===== config.mk =====
export PLATFORM = sky130hd
export DESIGN_NAME = dram_rd_arb
export DESIGN_NICKNAME = d
export VERILOG_FILES = /design/src/rtl/dram_rd_arb_pkg.sv /design/src/rtl/dram_rd_arb_rr.sv /design/src/rtl/dram_rd_arb.sv
export SDC_FILE = /design/constraint.sdc
export NUM_CORES = 1
export LEC_CHECK = 0
export ABC_AREA = 1
export CAP_MARGIN = 20
export CORE_AREA = 4 4 121 123
export CTS_BUF_LIST = sky130_fd_sc_hd__clkbuf_2
export DETAILED_ROUTE_END_ITERATION = 12
export DIE_AREA = 0 0 125 127
export SYNTH_ARGS = -nofsm -noshare
export SYNTH_HDL_FRONTEND = slang
export SYNTH_SLANG_ARGS = --single-unit

===== constraint.sdc =====
create_clock -name fclk -period 4.1 [get_ports fclk]
set_input_delay 1.23 -clock fclk [delete_from_list [all_inputs] [get_ports fclk]]
set_output_delay 1.23 -clock fclk [all_outputs]
set_load 0.01 [all_outputs]

===== src/rtl/dram_rd_arb_pkg.sv =====
// dram_rd_arb shared types: FSM state encoding, AXI burst constants,
// and the client index type.
package dram_rd_arb_pkg;

  typedef enum logic [1:0] {
    S_IDLE = 2'd0,
    S_ADDR = 2'd1,
    S_DATA = 2'd2
  } state_e;

  localparam logic [1:0] AXI_BURST_INCR = 2'b01;
  localparam logic [1:0] AXI_SIZE_8B    = 2'b11;

  typedef logic client_t;

endpackage


===== src/rtl/dram_rd_arb_rr.sv =====
// Two-way round-robin pick: a lone requester wins outright, and on a tie
// the client that was not granted last time wins.
module dram_rd_arb_rr
  import dram_rd_arb_pkg::*;
(
  input  logic [1:0] req,
  input  client_t    last_grant,
  output client_t    pick,
  output logic       any
);

  assign any  = |req;
  assign pick = (&req) ? ~last_grant : req[1];

endmodule


===== src/rtl/dram_rd_arb.sv =====
// Two-client DRAM read arbiter onto one AXI read master, one burst in flight.
// Optional RRESP/RLAST error capture is enabled with DRAM_RD_ARB_ERR_EN.
module dram_rd_arb
  import dram_rd_arb_pkg::*;
#(
  parameter int BURST_BEATS = 16
) (
  input  logic        fclk,
  input  logic        rst,
  input  logic        c0_arvalid,
  input  logic [31:0] c0_araddr,
  output logic        c0_arready,
  output logic        c0_rvalid,
  output logic        c0_rlast,
  output logic [63:0] c0_rdata,
  input  logic        c0_rready,
  input  logic        c1_arvalid,
  input  logic [31:0] c1_araddr,
  output logic        c1_arready,
  output logic        c1_rvalid,
  output logic        c1_rlast,
  output logic [63:0] c1_rdata,
  input  logic        c1_rready,
  output logic        M_AXI_ACLK,
  output logic        M_AXI_ARVALID,
  input  logic        M_AXI_ARREADY,
  output logic [31:0] M_AXI_ARADDR,
  output logic [1:0]  M_AXI_ARBURST,
  output logic [1:0]  M_AXI_ARSIZE,
  output logic [3:0]  M_AXI_ARLEN,
  input  logic        M_AXI_RVALID,
  output logic        M_AXI_RREADY,
  input  logic        M_AXI_RLAST,
  input  logic [63:0] M_AXI_RDATA,
  input  logic [1:0]  M_AXI_RRESP,
  output logic [1:0]  debug_state
`ifdef DRAM_RD_ARB_ERR_EN
  ,
  output logic        err_sticky,
  output logic        err_client
`endif
);

  state_e      state, state_n;
  client_t     g, g_n;
  client_t     last_grant, lg_n;
  logic [3:0]  cnt, cnt_n;
  logic [31:0] araddr, addr_n;
  logic        arvalid, arv_n;
  client_t     pick;
  logic        any;
  logic        active;
  logic        ar_hs;
  logic        in_data;
  logic        r_hs;
  logic        last_beat;
  logic        rsel;

  dram_rd_arb_rr u_rr (
    .req        ({c1_arvalid, c0_arvalid}),
    .last_grant (last_grant),
    .pick       (pick),
    .any        (any)
  );

  assign M_AXI_ACLK    = fclk;
  assign M_AXI_ARVALID = arvalid;
  assign M_AXI_ARADDR  = araddr;
  assign M_AXI_ARBURST = AXI_BURST_INCR;
  assign M_AXI_ARSIZE  = AXI_SIZE_8B;
  assign M_AXI_ARLEN   = 4'(BURST_BEATS - 1);
  assign debug_state   = state;

  // Outputs are forced quiet while rst is high so a mid-burst
  // reset hands no further beats to the clients.
  assign active    = !rst;
  assign ar_hs     = active && (state == S_ADDR) && M_AXI_ARREADY;
  assign in_data   = active && (state == S_DATA);
  assign last_beat = (cnt == 4'd0);
  assign rsel      = g ? c1_rready : c0_rready;

  assign c0_arready   = ar_hs && !g;
  assign c1_arready   = ar_hs && g;
  assign M_AXI_RREADY = in_data && rsel;
  assign r_hs         = M_AXI_RVALID && M_AXI_RREADY;

  assign c0_rvalid = in_data && !g && M_AXI_RVALID;
  assign c1_rvalid = in_data && g && M_AXI_RVALID;
  assign c0_rlast  = c0_rvalid && last_beat;
  assign c1_rlast  = c1_rvalid && last_beat;
  assign c0_rdata  = M_AXI_RDATA;
  assign c1_rdata  = M_AXI_RDATA;

  always_comb begin
    state_n = state;
    g_n     = g;
    lg_n    = last_grant;
    cnt_n   = cnt;
    addr_n  = araddr;
    arv_n   = arvalid;
    unique case (state)
      S_IDLE: begin
        if (any) begin
          g_n     = pick;
          addr_n  = pick ? c1_araddr : c0_araddr;
          arv_n   = 1'b1;
          state_n = S_ADDR;
        end
      end
      S_ADDR: begin
        if (M_AXI_ARREADY) begin
          arv_n   = 1'b0;
          cnt_n   = 4'(BURST_BEATS - 1);
          state_n = S_DATA;
        end
      end
      S_DATA: begin
        if (r_hs) begin
          if (last_beat) begin
            lg_n    = g;
            state_n = S_IDLE;
          end else begin
            cnt_n = cnt - 4'd1;
          end
        end
      end
      default: state_n = S_IDLE;
    endcase
  end

  always_ff @(posedge fclk) begin
    if (rst) begin
      state      <= S_IDLE;
      g          <= 1'b0;
      last_grant <= 1'b1;
      cnt        <= 4'd0;
      araddr     <= 32'd0;
      arvalid    <= 1'b0;
    end else begin
      state      <= state_n;
      g          <= g_n;
      last_grant <= lg_n;
      cnt        <= cnt_n;
      araddr     <= addr_n;
      arvalid    <= arv_n;
    end
  end

`ifdef DRAM_RD_ARB_ERR_EN
  logic beat_bad;

  assign beat_bad = (M_AXI_RRESP != 2'b00) ||
                    (M_AXI_RLAST != last_beat);

  always_ff @(posedge fclk) begin
    if (rst) begin
      err_sticky <= 1'b0;
      err_client <= 1'b0;
    end else if (r_hs && beat_bad && !err_sticky) begin
      err_sticky <= 1'b1;
      err_client <= g;
    end
  end
`else
  logic unused_rsp;

  assign unused_rsp = ^{M_AXI_RRESP, M_AXI_RLAST};
`endif

endmodule


Yosys cells after proc, flatten, opt, wreduce, memory -nomap -nowiden
Cells that the tools add are included.
- input bits: 139
- bits in registers: 41
- reduce and logical (&&, ||, !) cells: 26
- equality and inequality tests: 7
- mux-type cells: 15
- add/subtract/negate cells: 1
- bitwise logic cells: 1
- operators by type and width (cell ; number):
    32-bit two-way mux ; 1
    1-bit logical AND ; 13
    4-bit two-way mux ; 3
    2-bit != test (second input constant) ; 5
    2-bit two-way mux ; 4
    4-bit case mux with 2 select lines ; 1
    4-bit AND reduction ; 2
    2-bit case mux with 3 select lines ; 1
    3-bit AND reduction ; 2
    4-bit logical NOT ; 1
    1-bit two-way mux ; 4
    2-bit AND reduction ; 2
    2-bit nonzero test ; 2
    4-bit by 1-bit subtractor with 4-bit output (second input constant) ; 1
    2-bit by 1-bit == test with 1-bit output (second input constant) ; 1
    2-bit == test (second input constant) ; 1
    1-bit logical NOT ; 2
    2-bit logical NOT ; 1
    1-bit case mux with 2 select lines ; 1
    2-bit OR reduction ; 1
    1-bit NOT ; 1

Depth between registers and ports, before layout
- depth after elaboration: 6
- depth in mapped cells: 11
- gate-level depth less buffers: 11

Hierarchy
Synthesis repeated with hierarchy kept, for this count alone.
- cells, all modules: 433
- area, all modules: 3051.7 µm²
- modules (own cells, without submodules) (module ; cells each ; times used ; area each (µm²)):
    dram_rd_arb ; 430 ; 1 ; 3036.7
    dram_rd_arb_rr ; 3 ; 1 ; 15.0

==> impl_metrics.tcl <==
set metrics [dict create \
    status "completed" \
    ys_types 26 \
    clock.fmax_ghz 0.252 \
    maxCapViolCount 0 \
    seq_area_um2 821 \
    grt_antenna_before_repair 1 \
    path_delay_family "buffers and inverters" \
    core_um2 13700 \
    firstDrtPassIters 4 \
    die_w_um 125 \
    dp_hpwl_um 6090 \
    hold_viol 0 \
    finalNonFillerCells 565 \
    tritoncts "built" \
    num_rows 43 \
    nFillCells 1546 \
    multi_input_area_um2 953 \
    path_class "input port to primary output" \
    grt_pass1_wl_um 12400 \
    final.period_utilization_pct 96.9 \
    wl_um 8070 \
    synth_simple_gate_area_share_pct 17.5 \
    post-route-min-period_ns 3.97 \
    post_cts_buffers 0 \
    rsz0062_at_grt "false" \
    place_area_um2 3250 \
    grt_use_total_pct 10.1 \
    synth_mux_area_share_pct 0 \
    synth_xor_area_share_pct 0 \
    cts_hold_buf 0 \
    die-area_um2 15900 \
    grt.overflow.total 0 \
    synthAdderAreaFrac_pct 0.428 \
    final_cell_mix "clkdlybuf4s50_1, nand2_1, dfxtp_1" \
    slowest_delay_ns 0.58 \
    start_kind "input port" \
    routed_via_density 4.13 \
    area_growth_pct 13.6 \
    worstPathArrival_ns 2.74 \
    insertion_delay_ns 0.53 \
    synth_cells 402 \
    irDropWorstVdd_mv 0.127 \
    io_pins 318 \
    crit_chain "clkdlybuf4s50_1, nor2_4, nand2_1, nor3_1, clkdlybuf4s50_1" \
    finalSetupTns_ns 0 \
    drt_iter0_drc 88 \
    syn_area_um2 2930 \
    power.total_uw 1230 \
    required_ns 2.87 \
    syn_avg_cell_area_um2 7.28 \
    drive_above_1_share_pct 7.03 \
    start_util_pct 21.4 \
    wl_per_cell_um 14.3 \
    leakage_uw 0.00130 \
    yosys-top-cells-area "buf_4, dfxtp_1, nand2_1, a31oi_1, o21ai_0" \
    dieHeight_um 127 \
    worstSetupEndpointType "primary output" \
    layout_commonest_cell "clkdlybuf4s50_1" \
    p_per_area_nw_per_um2 369 \
    clk_pin_slew_worst_paths_ns 0.21 \
    dp_cells 554 \
    setup_viol_count_final 0 \
    slowest_stage "clkdlybuf4s50_1" \
    final_cell_area_um2 3320 \
    ctsResizeCount 0 \
    synth_top_family_by_area "buffers and inverters" \
    ys_seq_elements 41 \
    post-route-drc-count 0 \
    fin_nets 524 \
    routed-via-count 2334 \
    antenna_left 0 \
    fin_skew_ns 0.0142 \
    ys_seq_area_share_pct 28.1 \
    gp_congestion 0.737 \
    synth-compound-area-share_pct 13.4 \
    grt_pass1_vias 2500 \
    path_buf_inv 2 \
    synth_warnings 0 \
    netlist.area_leader.share_pct 35.7 \
    hold_class "flip-flop to flip-flop" \
    io_buffer_count 114 \
    slew_violations 0 \
    critical_path_peak_fanout 4 \
    grt_max_degree 39 \
    synth_top_area_cell "buf_4" \
    worst_path_most_repeated_cell "clkdlybuf4s50_1" \
]
[cell type report]
cell class                 instances  area share (%)
sequential                        41            24.7
clock inverter                     2            1.05
tap                              180            6.78
multi-input combinational        197            28.7
timing repair buffer             119            35.4
antenna                            1          0.0753
inverter                          16            1.81
clock buffer                       9            1.51
[layer usage]
| layer | up-vias | wire length, um | GRT usage (%) |
|---|---|---|---|
| li1 | 1127 | - | - |
| met1 | 1022 | 2970 | 9.43 |
| met2 | 126 | 3770 | 16.4 |
| met3 | 59 | 825 | 5.56 |
| met4 | 0 | 506 | 7.78 |
| met5 | - | 0 | 0 |
[worst paths after layout]
kind	from	cells past startpoint	slack [ns]	to
setup reg to reg	cnt[0]	11	2.57	cnt[3]
hold / removal	M_AXI_ARVALID	2	0.50	M_AXI_ARVALID
hold reg to reg	M_AXI_ARVALID	2	0.50	M_AXI_ARVALID
setup / recovery	rst	5	0.13	c1_rlast
[worst min-delay path: cells and delay by family (launching register included)]
family	cells	cell delay, ns
flops	1	0.37
simple gates	1	0.06
compound gates	1	0.06
[kinds of logic after synthesis]
group,Yosys count
simple gates,118
buf+inv,170
fa+ha+maj,1
compound gates,70
flops,41
other cells,2
[per-stage QoR]
stage	utilization, %	hold slack (ns)	worst slack (ns)
3_5_place_dp	23.8	0.482	0.117
3_3_place_gp	23.8	0.472	0.138
2_1_floorplan	-	0.462	0.701
6_report	24.3	0.501	0.125
5_1_grt	24.3	0.521	0.0651
4_1_cts	24.3	0.507	0.117
[report_power, final]
group          internal [uW]  switching, uW
clock                    135            163
sequential               463           38.5
combinational            220            205
[flip-flops by register name (all words and copies together) (netlist names)]
signal,cells
M_AXI_ARADDR,32
cnt,4
debug_state,2
M_AXI_ARVALID,1
g,1
last_grant,1
[cells in the mapped netlist]
cell type / instances
ha_1: 1
nand3_2: 1
o21ai_0: 23
nor3_1: 5
a21oi_1: 4
inv_2: 2
nand3_4: 1
buf_6: 1
dfxtp_1: 41
nor2_4: 1
o21ai_1: 10
and3_1: 1
buf_2: 10
nor2_1: 11
nor3_2: 1
nand4_1: 3
or2_2: 1
clkbuf_1: 4
o31ai_1: 1
a31oi_1: 32
conb_1: 2
nand3_1: 5
buf_4: 139
nand2_1: 84
inv_1: 14
nand2_2: 4
No activity file was read; power rests on OpenSTA's default activity.
